<file path="config.mk">
export PLATFORM = sky130hd
export DESIGN_NAME = mem_copy_engine_flat
export DESIGN_NICKNAME = d
export VERILOG_FILES = /design/src/rtl/mem_bus_pkg.sv /design/src/rtl/mem_copy_engine_if.sv /design/src/rtl/mem_copy_engine.sv /design/src/flat_wrapper.sv
export SDC_FILE = /design/constraint.sdc
export NUM_CORES = 1
export LEC_CHECK = 0
export BUFFER_PORTS_ARGS = -buffer_cell sky130_fd_sc_hd__buf_4
export CAP_MARGIN = 5
export CORE_MARGIN = 2
export CORE_UTILIZATION = 42
export CTS_CLUSTER_DIAMETER = 30
export CTS_CLUSTER_SIZE = 20
export DETAILED_ROUTE_END_ITERATION = 8
export HOLD_SLACK_MARGIN = 0.02
export SYNTH_ARGS = -nofsm -noshare
export SYNTH_HDL_FRONTEND = slang
export SYNTH_SLANG_ARGS = --single-unit
</file>
<file path="constraint.sdc">
create_clock -name i_clk -period 8.56 [get_ports i_clk]
set_input_delay 0.856 -clock i_clk [delete_from_list [all_inputs] [get_ports i_clk]]
set_output_delay 0.856 -clock i_clk [all_outputs]
set_load 0.05 [all_outputs]
</file>
<file path="src/rtl/mem_bus_pkg.sv">
// Shared memory-bus constants and the copy-engine state type.
package mem_bus_pkg;

  localparam int unsigned MEM_ADDR_W = 14;
  localparam int unsigned MEM_DATA_W = 16;
  localparam int unsigned MEM_WORDS  = 1 << MEM_ADDR_W;

  typedef enum logic [1:0] {
    StIdle,
    StRead,
    StWrite,
    StDone
  } copy_state_e;

endpackage

</file>
<file path="src/rtl/mem_copy_engine_if.sv">
// Memory-bus handshake between an initiator (master) and the arbiter/responders (slave).
interface mem_copy_engine_if
  import mem_bus_pkg::*;
#(
  parameter int unsigned ADDR_W = MEM_ADDR_W,
  parameter int unsigned DATA_W = MEM_DATA_W
) ();

  logic              busReq;
  logic              busGnt;
  logic [ADDR_W-1:0] memAddr;
  logic [DATA_W-1:0] memDataOut;
  logic              memWrEn;
  logic [DATA_W-1:0] memDataIn;

  modport master (
    output busReq,
    output memAddr,
    output memDataOut,
    output memWrEn,
    input  busGnt,
    input  memDataIn
  );

  modport slave (
    input  busReq,
    input  memAddr,
    input  memDataOut,
    input  memWrEn,
    output busGnt,
    output memDataIn
  );

endinterface

</file>
<file path="src/rtl/mem_copy_engine.sv">
// Bus-initiator block copy: alternating read/write cycles while granted, strictly forward.
module mem_copy_engine
  import mem_bus_pkg::*;
#(
  parameter int unsigned ADDR_W = MEM_ADDR_W,
  parameter int unsigned DATA_W = MEM_DATA_W,
  parameter int unsigned LEN_W  = 15
) (
  input  logic              i_clk,
  input  logic              i_rst,
  input  logic              i_start,
  input  logic              i_abort,
  input  logic [ADDR_W-1:0] i_srcAddr,
  input  logic [ADDR_W-1:0] i_dstAddr,
  input  logic [LEN_W-1:0]  i_len,
  output logic              o_busy,
  output logic              o_done,
  output logic              o_err,
  mem_copy_engine_if.master bus
);

  copy_state_e       state_q;
  logic [ADDR_W-1:0] src_ptr_q;
  logic [ADDR_W-1:0] dst_ptr_q;
  logic [LEN_W-1:0]  remaining_q;
  logic [DATA_W-1:0] data_q;
  logic              busy_q;
  logic              done_q;
  logic              err_q;
  logic              req_q;

  logic [LEN_W:0]    src_end;
  logic [LEN_W:0]    dst_end;
  logic              range_bad;

  // Reject a start whose source or destination block would run past the top of memory.
  always_comb begin
    src_end   = (LEN_W+1)'(i_srcAddr) + (LEN_W+1)'(i_len);
    dst_end   = (LEN_W+1)'(i_dstAddr) + (LEN_W+1)'(i_len);
    range_bad = (src_end > (LEN_W+1)'(MEM_WORDS)) || (dst_end > (LEN_W+1)'(MEM_WORDS));
  end

  // Copy FSM with registered status and bus-request outputs.
  always_ff @(posedge i_clk) begin
    if (i_rst) begin
      state_q     <= StIdle;
      src_ptr_q   <= '0;
      dst_ptr_q   <= '0;
      remaining_q <= '0;
      data_q      <= '0;
      busy_q      <= 1'b0;
      done_q      <= 1'b0;
      err_q       <= 1'b0;
      req_q       <= 1'b0;
    end else begin
      done_q <= 1'b0;
      err_q  <= 1'b0;
      unique case (state_q)
        StIdle: begin
          if (i_start) begin
            if (i_len == '0) begin
              state_q <= StDone;
              busy_q  <= 1'b1;
              done_q  <= 1'b1;
            end else if (range_bad) begin
              err_q <= 1'b1;
            end else begin
              src_ptr_q   <= i_srcAddr;
              dst_ptr_q   <= i_dstAddr;
              remaining_q <= i_len;
              state_q     <= StRead;
              busy_q      <= 1'b1;
              req_q       <= 1'b1;
            end
          end
        end
        StRead: begin
          // The granted read completes even when abort is asserted in the same cycle.
          if (bus.busGnt) begin
            data_q    <= bus.memDataIn;
            src_ptr_q <= src_ptr_q + ADDR_W'(1);
          end
          if (i_abort) begin
            state_q <= StIdle;
            busy_q  <= 1'b0;
            req_q   <= 1'b0;
          end else if (bus.busGnt) begin
            state_q <= StWrite;
          end
        end
        StWrite: begin
          if (bus.busGnt) begin
            dst_ptr_q   <= dst_ptr_q + ADDR_W'(1);
            remaining_q <= remaining_q - LEN_W'(1);
          end
          if (i_abort) begin
            state_q <= StIdle;
            busy_q  <= 1'b0;
            req_q   <= 1'b0;
          end else if (bus.busGnt) begin
            if (remaining_q == LEN_W'(1)) begin
              state_q <= StDone;
              done_q  <= 1'b1;
              req_q   <= 1'b0;
            end else begin
              state_q <= StRead;
            end
          end
        end
        StDone: begin
          state_q <= StIdle;
          busy_q  <= 1'b0;
        end
        default: begin
          state_q <= StIdle;
          busy_q  <= 1'b0;
          req_q   <= 1'b0;
        end
      endcase
    end
  end

  // Bus cycle is driven only while granted in READ or WRITE; otherwise the bus is quiet.
  always_comb begin
    bus.memAddr    = '0;
    bus.memDataOut = '0;
    bus.memWrEn    = 1'b0;
    if (bus.busGnt) begin
      if (state_q == StRead) begin
        bus.memAddr = src_ptr_q;
      end else if (state_q == StWrite) begin
        bus.memAddr    = dst_ptr_q;
        bus.memDataOut = data_q;
        bus.memWrEn    = 1'b1;
      end
    end
  end

  assign bus.busReq = req_q;
  assign o_busy     = busy_q;
  assign o_done     = done_q;
  assign o_err      = err_q;

endmodule

</file>
<file path="src/flat_wrapper.sv">
// flat-port wrapper written by rule: the top's interface ports become plain ports
module mem_copy_engine_flat import mem_bus_pkg::*;
#(
  parameter int unsigned ADDR_W = MEM_ADDR_W,
  parameter int unsigned DATA_W = MEM_DATA_W,
  parameter int unsigned LEN_W  = 15
)
  (i_clk, i_rst, i_start, i_abort, i_srcAddr, i_dstAddr, i_len, o_busy, o_done, o_err, bus_busReq, bus_memAddr, bus_memDataOut, bus_memWrEn, bus_busGnt, bus_memDataIn);
  mem_copy_engine_if #(.ADDR_W(ADDR_W), .DATA_W(DATA_W)) bus_i ();
  input  logic i_clk;
  input  logic i_rst;
  input  logic i_start;
  input  logic i_abort;
  input  logic [ADDR_W-1:0] i_srcAddr;
  input  logic [ADDR_W-1:0] i_dstAddr;
  input  logic [LEN_W-1:0] i_len;
  output logic o_busy;
  output logic o_done;
  output logic o_err;
  output wire logic [$bits(bus_i.busReq)-1:0] bus_busReq;
  output wire logic [$bits(bus_i.memAddr)-1:0] bus_memAddr;
  output wire logic [$bits(bus_i.memDataOut)-1:0] bus_memDataOut;
  output wire logic [$bits(bus_i.memWrEn)-1:0] bus_memWrEn;
  input wire logic [$bits(bus_i.busGnt)-1:0] bus_busGnt;
  input wire logic [$bits(bus_i.memDataIn)-1:0] bus_memDataIn;
  assign bus_busReq = bus_i.busReq;
  assign bus_memAddr = bus_i.memAddr;
  assign bus_memDataOut = bus_i.memDataOut;
  assign bus_memWrEn = bus_i.memWrEn;
  assign bus_i.busGnt = bus_busGnt;
  assign bus_i.memDataIn = bus_memDataIn;
  mem_copy_engine #(.ADDR_W(ADDR_W), .DATA_W(DATA_W), .LEN_W(LEN_W)) u_core (.i_clk(i_clk), .i_rst(i_rst), .i_start(i_start), .i_abort(i_abort), .i_srcAddr(i_srcAddr), .i_dstAddr(i_dstAddr), .i_len(i_len), .o_busy(o_busy), .o_done(o_done), .o_err(o_err), .bus(bus_i));
endmodule
</file>
==> metrics <==
status finished clean; CP Data Arrival Time 4.71 ns; setup_tns 0 ns; Synth Flop Type dfxtp_1; hold_buf cts 0; Die Span Y 120.6 um; drt wl/cell 19.36 um; met2 Usage GRT 44.24%; I/O pin count 99; CTS buffer count 9; post-synthesis register bit count 65; max-cap violation count 0; post-synthesis net count 870; area leader, netlist dfxtp_1; library cells used by synthesis 69; die area 14550 um^2; minimum clock period 4.483 ns; first-pass GRT wire length 31510 um; Syn Area/Cell 7.447 um^2; mux cell area share after synthesis 2.344%; row cnt 42; Reg2Reg Depth 8; min-delay worst type reg2reg; count of final max-slew check failures 0; Slew @ Worst Pin 1.061 ns; Tot GR Track Use 27.35%; reg-to-reg startpoint u_core.state_q[0]; crit path kind in2reg; Vias/cell 6.157; Pwr Density 310.5 nW/um^2; CTS tree yes; H-tree depth 3; leakage power 2.766 nW; Sinks on Clock Net 65; area grow syn2layout 19.56%; Synth Area in Simple Gates 25.94%; most frequent cells in the layout buf_4, nand2_1, a21oi_1, dfxtp_1, nor2_1; postcts setup bufs 0; vias in the first global route 5921; DR vias 6225; Cells after Synth 767; area share of the largest cell type after synthesis 22.78%; Worst VDD drop 0.1532 mV; antenna violations before repair 0; Placed Cells 995; Starting Density 43.13%; ranking of synthesized cells by area dfxtp_1, ha_1, a21oi_1; worst skew pair latency 0.34 ns; routed wire length 19580 um; Reg clk slew, reported paths 0.05 ns; ANT nets after route 0; Reg2Reg Setup Slack 5.29 ns; Setup crit start kind primary input; Core Box Area 13240 um^2; start point of the critical path i_len[0]; met1 Track Usage GR 37.81%; met3 usage 3.821%; Final Skew 0.005769 ns; final setup violation count 0; DRC errors left 0; adder-cell area share of the yosys netlist 8.806%; Synth Area in XOR/XNOR 1.840%; Critical Path RT 8.79 ns; Total Nets Final 933; die width 120.6 um; # fillers 1339; final worst slack 4.077 ns; clock root buffer master clkbuf_16; Final Util 51.57%; post-synthesis compound-gate area fraction 32.51%; TritonRoute pass-1 iters 7; largest family of logic cells by synthesized area compound AO/OA/AOI/OAI gates; Starting DRT DRC Count 474; largest net degree at the start of global routing 60; dpl hpwl 14510 um; post-cts sizing count 0; r2r endpoint u_core.remaining_q[10]; Relative slew margins 29.24%; total congestion overflow 0; fmax 223.1 MHz; Yosys warning total 0; worst-path fanout max 26; Seq/Total Area, Yosys 22.78%; most common library cell in the layout ignoring fill and taps buf_4; number of synthesized flops with an enable pin 0; Final Hold Fails 0; Cell Area, Synth 5712 um^2; CP Capture Type flip-flop; antenna fix cells 0; layout cell share with drive strength beyond 1 17.60%; asr flop ratio synth 0%; setup slack at placement 3.747 ns; Final period util 52.37%; Final Non-Filler Cells 1011; RSZ-0062 raised after global routing false; Tot Pwr 0.002121 W; worst-case clock buffer depth 2; critical path endpoint u_core.remaining_q[10]; IO Port Bufs 98; GR peak layer met2; Final GP Congestion 0.8953
==> worst min path at each step <==
stage                            from           endpoint  slack, ns  depth (start not counted)
floorplan            u_core.data_q[0]   u_core.data_q[0]       0.43                          2
global placement    u_core.data_q[11]  u_core.data_q[11]       0.44                          2
detailed placement   u_core.data_q[9]   u_core.data_q[9]       0.44                          2
CTS                  u_core.data_q[9]   u_core.data_q[9]       0.45                          2
global route         u_core.data_q[7]   u_core.data_q[7]       0.47                          2
finish               u_core.data_q[6]   u_core.data_q[6]       0.45                          2
==> metrics by stage <==
step                hold slack (ns)  instance area (um^2)
floorplan                    0.4317                  5712
global placement             0.4380                  6499
detailed placement           0.4428                  6499
CTS                          0.4506                  6829
global route                 0.4685                  6829
finish                       0.4484                  6829
==> cells in the mapped netlist, drive strengths merged (7+ instances only) <==
cell / number
nor2: 51
a21o: 12
nor3: 23
a21oi: 74
inv: 31
a22o: 8
nand4: 7
and2: 25
o211a: 7
o32ai: 21
o211ai: 9
nor2b: 14
a211oi: 15
a31oi: 16
o31ai: 9
o21ai: 29
clkbuf: 38
nand2: 98
buf: 14
ha: 37
mux2i: 10
o311ai: 7
a311oi: 8
and3: 12
nand3: 23
dfxtp: 65
nor4: 17
==> worst max-delay path, cell delays in order <==
cell,delay [ns]
buf_4,0.15
ha_1,0.22
fa_1,0.44
a211oi_1,0.32
nor2_1,0.11
a221o_1,0.33
or4_1,0.49
nor4b_2,0.28
a31oi_1,0.12
a21o_1,0.24
o31ai_4,0.18
buf_4,0.32
nand2_4,0.29
o221a_1,0.35
==> power by group <==
part	switching [W]	internal [W]	total (W)
clock	0.000141	0.000270	0.000410
sequential	0.000103	0.000404	0.000507
combinational	0.000797	0.000406	0.00120
total	0.00104	0.00108	0.00212
==> sequential cells by signal, indices dropped and copies added (netlist names) <==
| signal | cells |
|---|---|
| u_core.o_done | 1 |
| u_core.o_busy | 1 |
| u_core.o_err | 1 |
| u_core.data_q | 16 |
| u_core.bus.busReq | 1 |
| u_core.remaining_q | 15 |
| u_core.dst_ptr_q | 14 |
| u_core.src_ptr_q | 14 |
| u_core.state_q | 2 |
==> cell families after synthesis <==
family	after synthesis
compound gates	256
xor+xnor	12
mux	13
flops	65
fa+ha+maj	39
buf+inv	83
simple gates	299
==> area by class of cell <==
| type | instances | area (um^2) | share of cell area, % |
|---|---|---|---|
| Timing Repair Buffer | 104 | 780.7 | 11.43 |
| Clock buffer | 11 | 252.7 | 3.701 |
| Multi-Input combinational cell | 619 | 4080 | 59.75 |
| Sequential cell | 65 | 1301 | 19.05 |
| Tap cell | 176 | 220.2 | 3.225 |
| Inverter | 31 | 116.4 | 1.704 |
| Clock inverter | 5 | 77.57 | 1.136 |
==> per-layer routing <==
layer	part of all wire, %	routed length (um)	up-vias
met4	2.0	399	0
li1	-	-	3005
met5	0	0	-
met2	47	9133	244
met1	45	8776	2953
met3	6.5	1267	23
Power figures use the tool's default switching activity.
